===== config.mk =====
export PLATFORM = sky130hd
export DESIGN_NAME = multi_wave_gen
export DESIGN_NICKNAME = d
export VERILOG_FILES = /design/src/rtl/multi_wave_gen.sv
export SDC_FILE = /design/constraint.sdc
export NUM_CORES = 1
export LEC_CHECK = 0
export CORE_AREA = 2 2 111 194
export CTS_CLUSTER_DIAMETER = 80
export DETAILED_ROUTE_END_ITERATION = 10
export DIE_AREA = 0 0 113 196
export GPL_TIMING_DRIVEN = 0
export HOLD_SLACK_MARGIN = 0.15
export MAX_ROUTING_LAYER = met4
export PLACE_DENSITY = 0.77
export RECOVER_POWER = 50
export SLEW_MARGIN = 30
export SYNTH_ARGS = -nofsm -noshare
export SYNTH_HDL_FRONTEND = slang
export SYNTH_SLANG_ARGS = --single-unit

===== constraint.sdc =====
create_clock -name clk -period 9.68 [get_ports clk]
set_input_delay 1.936 -clock clk [delete_from_list [all_inputs] [get_ports clk]]
set_output_delay 1.936 -clock clk [all_outputs]
set_load 0.02 [all_outputs]

===== src/rtl/multi_wave_gen.sv =====
// multi_wave_gen: N-channel square-wave generator with per-channel runtime
// half-period, enable and toggle strobe. Channels are fully independent.
//
// Ports:
//   clk       system clock
//   rst       asynchronous active-high reset
//   locked    clock-wizard lock; low freezes counters and outputs
//   ch_en     per-channel run enable
//   sync      one-cycle pulse, phase-aligns every channel
//   wr_en     config write strobe
//   wr_ch     target channel of the write (>= NUM_CH is ignored)
//   wr_data   value written to the shadow register
//   wr_reg    (WAVE_DUTY_CTRL_EN only) 0 = period register, 1 = duty register
//   wave_out  registered square-wave outputs
//   tc        one-cycle strobe, high when wave_out first shows a new level
//
// Optional feature: define WAVE_DUTY_CTRL_EN for period/duty PWM mode.
// Without it every channel is a 50% toggle with half-period N+1 clocks.
module multi_wave_gen #(
    parameter int                NUM_CH       = 3,
    parameter int                CNT_W        = 24,
    parameter logic [CNT_W-1:0]  DEFAULT_HALF = 24'h24C5D9,
    parameter logic              IDLE_LEVEL   = 1'b1
) (
    input  logic              clk,
    input  logic              rst,
    input  logic              locked,
    input  logic [NUM_CH-1:0] ch_en,
    input  logic              sync,
    input  logic              wr_en,
    input  logic [3:0]        wr_ch,
    input  logic [CNT_W-1:0]  wr_data,
`ifdef WAVE_DUTY_CTRL_EN
    input  logic              wr_reg,
`endif
    output logic [NUM_CH-1:0] wave_out,
    output logic [NUM_CH-1:0] tc
);

`ifdef WAVE_DUTY_CTRL_EN
    // Reset period 2*(N+1) clocks with 50% duty, matching the toggle mode.
    localparam logic [CNT_W-1:0] P_DEF = {DEFAULT_HALF[CNT_W-2:0], 1'b1};
    localparam logic [CNT_W-1:0] D_DEF = DEFAULT_HALF + CNT_W'(1);
`endif

    for (genvar i = 0; i < NUM_CH; i++) begin : g_ch
        logic             hit;
        logic [CNT_W-1:0] cnt;
        logic             wave_q;
        logic             tc_q;

        // wr_ch is 4 bits and i < NUM_CH, so out-of-range indices match no channel.
        assign hit         = wr_en && (wr_ch == 4'(i));
        assign wave_out[i] = wave_q;
        assign tc[i]       = tc_q;

`ifdef WAVE_DUTY_CTRL_EN
        logic [CNT_W-1:0] p_shd, p_act;
        logic [CNT_W-1:0] d_shd, d_act;
        logic             below;

        // Level for the next count value (cnt+1) against the active duty.
        assign below = ({1'b0, cnt} + 1'b1) < {1'b0, d_act};

        always_ff @(posedge clk or posedge rst) begin
            if (rst) begin
                p_shd <= P_DEF;
                d_shd <= D_DEF;
            end else if (hit) begin
                if (wr_reg) d_shd <= wr_data;
                else        p_shd <= wr_data;
            end
        end

        always_ff @(posedge clk or posedge rst) begin
            if (rst) begin
                cnt    <= '0;
                p_act  <= P_DEF;
                d_act  <= D_DEF;
                wave_q <= IDLE_LEVEL;
                tc_q   <= 1'b0;
            end else if (!locked) begin
                tc_q <= 1'b0;
            end else if (sync || !ch_en[i]) begin
                cnt    <= '0;
                p_act  <= p_shd;
                d_act  <= d_shd;
                wave_q <= IDLE_LEVEL;
                tc_q   <= 1'b0;
            end else if (cnt == p_act) begin
                // Wrap: new period/duty take effect for the whole next cycle.
                cnt    <= '0;
                p_act  <= p_shd;
                d_act  <= d_shd;
                wave_q <= (d_shd != '0) ? ~IDLE_LEVEL : IDLE_LEVEL;
                tc_q   <= 1'b1;
            end else begin
                cnt    <= cnt + 1'b1;
                wave_q <= below ? ~IDLE_LEVEL : IDLE_LEVEL;
                tc_q   <= 1'b0;
            end
        end
`else
        logic [CNT_W-1:0] shd;
        logic [CNT_W-1:0] act;

        // Shadow keeps accepting writes even while locked is low.
        always_ff @(posedge clk or posedge rst) begin
            if (rst)      shd <= DEFAULT_HALF;
            else if (hit) shd <= wr_data;
        end

        always_ff @(posedge clk or posedge rst) begin
            if (rst) begin
                cnt    <= '0;
                act    <= DEFAULT_HALF;
                wave_q <= IDLE_LEVEL;
                tc_q   <= 1'b0;
            end else if (!locked) begin
                tc_q <= 1'b0;
            end else if (sync || !ch_en[i]) begin
                cnt    <= '0;
                act    <= shd;
                wave_q <= IDLE_LEVEL;
                tc_q   <= 1'b0;
            end else if (cnt == act) begin
                // Active value only changes here, so cnt never exceeds act.
                cnt    <= '0;
                act    <= shd;
                wave_q <= ~wave_q;
                tc_q   <= 1'b1;
            end else begin
                cnt  <= cnt + 1'b1;
                tc_q <= 1'b0;
            end
        end
`endif
    end

endmodule


==> key figures <==
Worst setup path
  – Delay-heaviest family, CP: buffers and inverters
  – Worst-path fanout max: 95
  – Worst Path Required: 10.28 ns
  – Critical Path Max Stage Delay: 1.25 ns
  – Crit-path most repeated cell: buf_16
  – Slowest cell on the critical path: clkinvlp_2
  – Worst EP arrival: 4.68 ns
  – Critical-path cell list: dlygate4sd3_1 -> clkinvlp_2 -> buf_16 -> buf_16
  – CP Capture Type: async pin
  – Startpoint types: input pin
  – Buf/Inv on CP: 4
  – Type of the worst setup path: in2async

STA
  – RSZ-0062 raised after global routing: no
  – Final setup fails: 0
  – Setup Skew: 0.0201 ns
  – Setup ws final: 5.60 ns
  – Max frequency: 245 MHz
  – Final Hold Fails: 0
  – Pins Over Slew Limit: 48
  – Setup TNS: 0 ns
  – Actual slew at the worst max-slew pin: 2.16 ns
  – Final worst path period share: 0.422
  – Slew HR: -0.450
  – Min Tclk post-route: 4.08 ns

Place
  – Cells after DPL: 1108
  – Dpl cell area: 10900 um2
  – Dpl ws: 5.50 ns
  – Buffers on Ports: 40
  – Dpl hpwl: 16.3 mm
  – Routability cong.: 0.878

Synth
  – Post-synth cell types: 35
  – Synth Instances: 814
  – Post-synthesis sequential area ratio: 0.556
  – Syn Std Cell Area: 10200 um2
  – Largest area contributor in the netlist: dfrtp_1
  – Count leader, synth: dfrtp_1
  – Post-synth ARST share: 1.00
  – Post-synth EDFFs: 0
  – Top cell type's share of synthesized area: 0.377
  – Syn avg cell area: 12.5 um2
  – #FFs+latches synth: 222
  – Area contributors post-synth: dfrtp_1 (38%), dfstp_2 (18%), mux2_2 (16%)
  – Synth Flop Type: dfrtp_1
  – Synth Warn #: 0
  – Syn Nets: 853
  – Commonest cells post-synth: dfrtp_1 (153), mux2_2 (144), xor2_1 (120)

Power and ir drop
  – Pleak: 5.10 nW
  – Comb pwr share: 0.147
  – P_int: 0.00184 W
  – Net Sw Power: 0.000622 W
  – Clock power share: 0.331
  – Reg power frac: 0.522
  – Net Sw Frac: 0.253
  – Maximum vdd drop: 0.000149 V
  – Cell area power density: 212 nW/um2

Clocking
  – Hold Buf Count CTS: 0
  – Post-cts resize count: 0
  – Clock latency on the worst-skew pair: 0.50 ns
  – Post-CTS setup buffer count: 0
  – Worst-case clock buffer depth: 3
  – Clock Tree Root: clkbuf_16
  – CTS tree: built
  – CTS Buf Count: 21
  – Clk sinks: 222
  – Htree depth: 1
  – Clock Pin Slew Worst Setup and Hold Paths: 0.06 ns

Die
  – Die Ht: 196 um
  – Top Ports: 42
  – Die X: 113 um
  – Total die area: 22100 um2
  – Core box area: 20700 um2
  – Row count: 70
  – Initial Util: 0.491

Run status
  – Status: finished with violations
  – Failing checks: design-rule violations, max-capacitance violations, max-slew violations

Route
  – Met3 routed WL: 712 um
  – Met2 WL: 11.5 mm
  – Wirelength, routed: 22.0 mm
  – Post-detailed-route DRC marker count: 1
  – WL/cell: 19.2 um
  – Initial DRC count: 351
  – ANT nets after route: 0
  – Drt pass-1 iters: 7
  – Vias per std cell: 5.58
  – Via Count: 6386
  – Met1 wire length: 8.52 mm
  – Top layer in use: met4

Global routing
  – Vias in the first global route: 6717
  – Total grt overflow: 0
  – Gr usage total: 0.214
  – Pin count of the biggest net entering global routing: 96
  – Initial antenna violation count: 0
  – First-pass GRT wire length: 36.4 mm

Layout
  – Layout cell share with drive strength beyond 1: 0.308
  – Util after Layout: 0.562
  – FF/Latch Area: 5640 um2
  – # fillers: 1705
  – Area of the multi-input gates: 4260 um2
  – Design Area, Final: 11600 um2
  – Nets: 918
  – Area Overhead vs Synth: 14.4%
  – N_diodes: 0
  – Final non-filler cell total: 1145

Flow run
  – Maxcap violations: 1

Worst hold path
  – HP Class: reg2reg
[layout make-up]
class / count / share of cell area
Sequential cell: 222 / 0.486
Timing Repair Buffer: 42 / 0.0392
Clock buffer: 33 / 0.0508
Inverter: 9 / 0.00302
Buffer: 35 / 0.0206
Tap cell: 252 / 0.0271
Multi-Input combinational cell: 548 / 0.367
Clock inverter: 4 / 0.00636
[state kept, by name, summed over array words and instances, names as in the netlist]
signal,count
g_ch.act,72
g_ch.cnt,72
g_ch.shd,72
g_ch.tc_q,3
g_ch.wave_q,3
[cells by family (layout without fill, tap and decap cells)]
group	count (synthesis)	count (layout)	share of synthesized area
flops	222	222	0.556
buf+inv	44	123	0.0269
simple gates	240	240	0.115
mux	144	144	0.160
fa+ha+maj	3	3	0.00370
compound gates	27	27	0.0232
xor+xnor	134	134	0.116
[power groups by stage]
stage	Sequential [W]	Combinational [W]	Clock, W
after floorplan	0.00124	0.000279	0
after global placement	0.00129	0.000345	0
after detailed placement	0.00130	0.000362	0
after CTS	0.00129	0.000366	0.000827
after global routing	0.00130	0.000398	0.000867
final	0.00128	0.000361	0.000815
[per-stage QoR]
stage	total power, W	hold WS, ns
4_1_cts	0.00248	0.505
6_report	0.00246	0.503
5_1_grt	0.00257	0.525
2_1_floorplan	0.00152	0.474
3_5_place_dp	0.00166	0.492
3_3_place_gp	0.00164	0.483
[layout by cell type, fill, tap and decap left out, drive strengths merged, types with 25 or more instances in the layout]
cell type / Yosys / routed
clkdlybuf4s50: 0 / 38
xor2: 120 / 120
mux2: 144 / 144
nand3: 30 / 30
dfrtp: 153 / 153
dfstp: 69 / 69
clkbuf: 13 / 46
nand4: 25 / 25
nor2: 83 / 83
nand2: 40 / 40
[worst register-to-register path, stage by stage, from the launching register on]
cell and delay [ns]:
dfrtp_1 0.45, xor2_1 0.18, nor4_1 0.43, nand4_1 0.35, o31ai_4 0.60, buf_6 0.24
mux2_2 0.35
[path summary, 6_finish.rpt]
check                                     from               to  slack [ns]  cells after the start
worst max-delay path                       rst   g_ch[2].shd[0]        5.60                      4
worst min-delay path            g_ch[0].shd[1]   g_ch[0].act[1]        0.50                      1
worst max register to register  g_ch[1].cnt[8]  g_ch[1].act[13]        6.97                      6
worst min register to register  g_ch[0].shd[1]   g_ch[0].act[1]        0.50                      1
max in group clk                      wr_ch[2]  g_ch[0].shd[17]        5.95                      6
min in group asynchronous                  rst  g_ch[2].shd[13]        2.47                      2
[metal layers]
metal / global-route usage / vias to the layer above
li1: - / 2943
met5: - / -
met2: 0.362 / 135
met4: 0.110 / 0
met1: 0.254 / 3242
met3: 0.0216 / 66
Note: power is estimated with default switching activity, not from simulation.
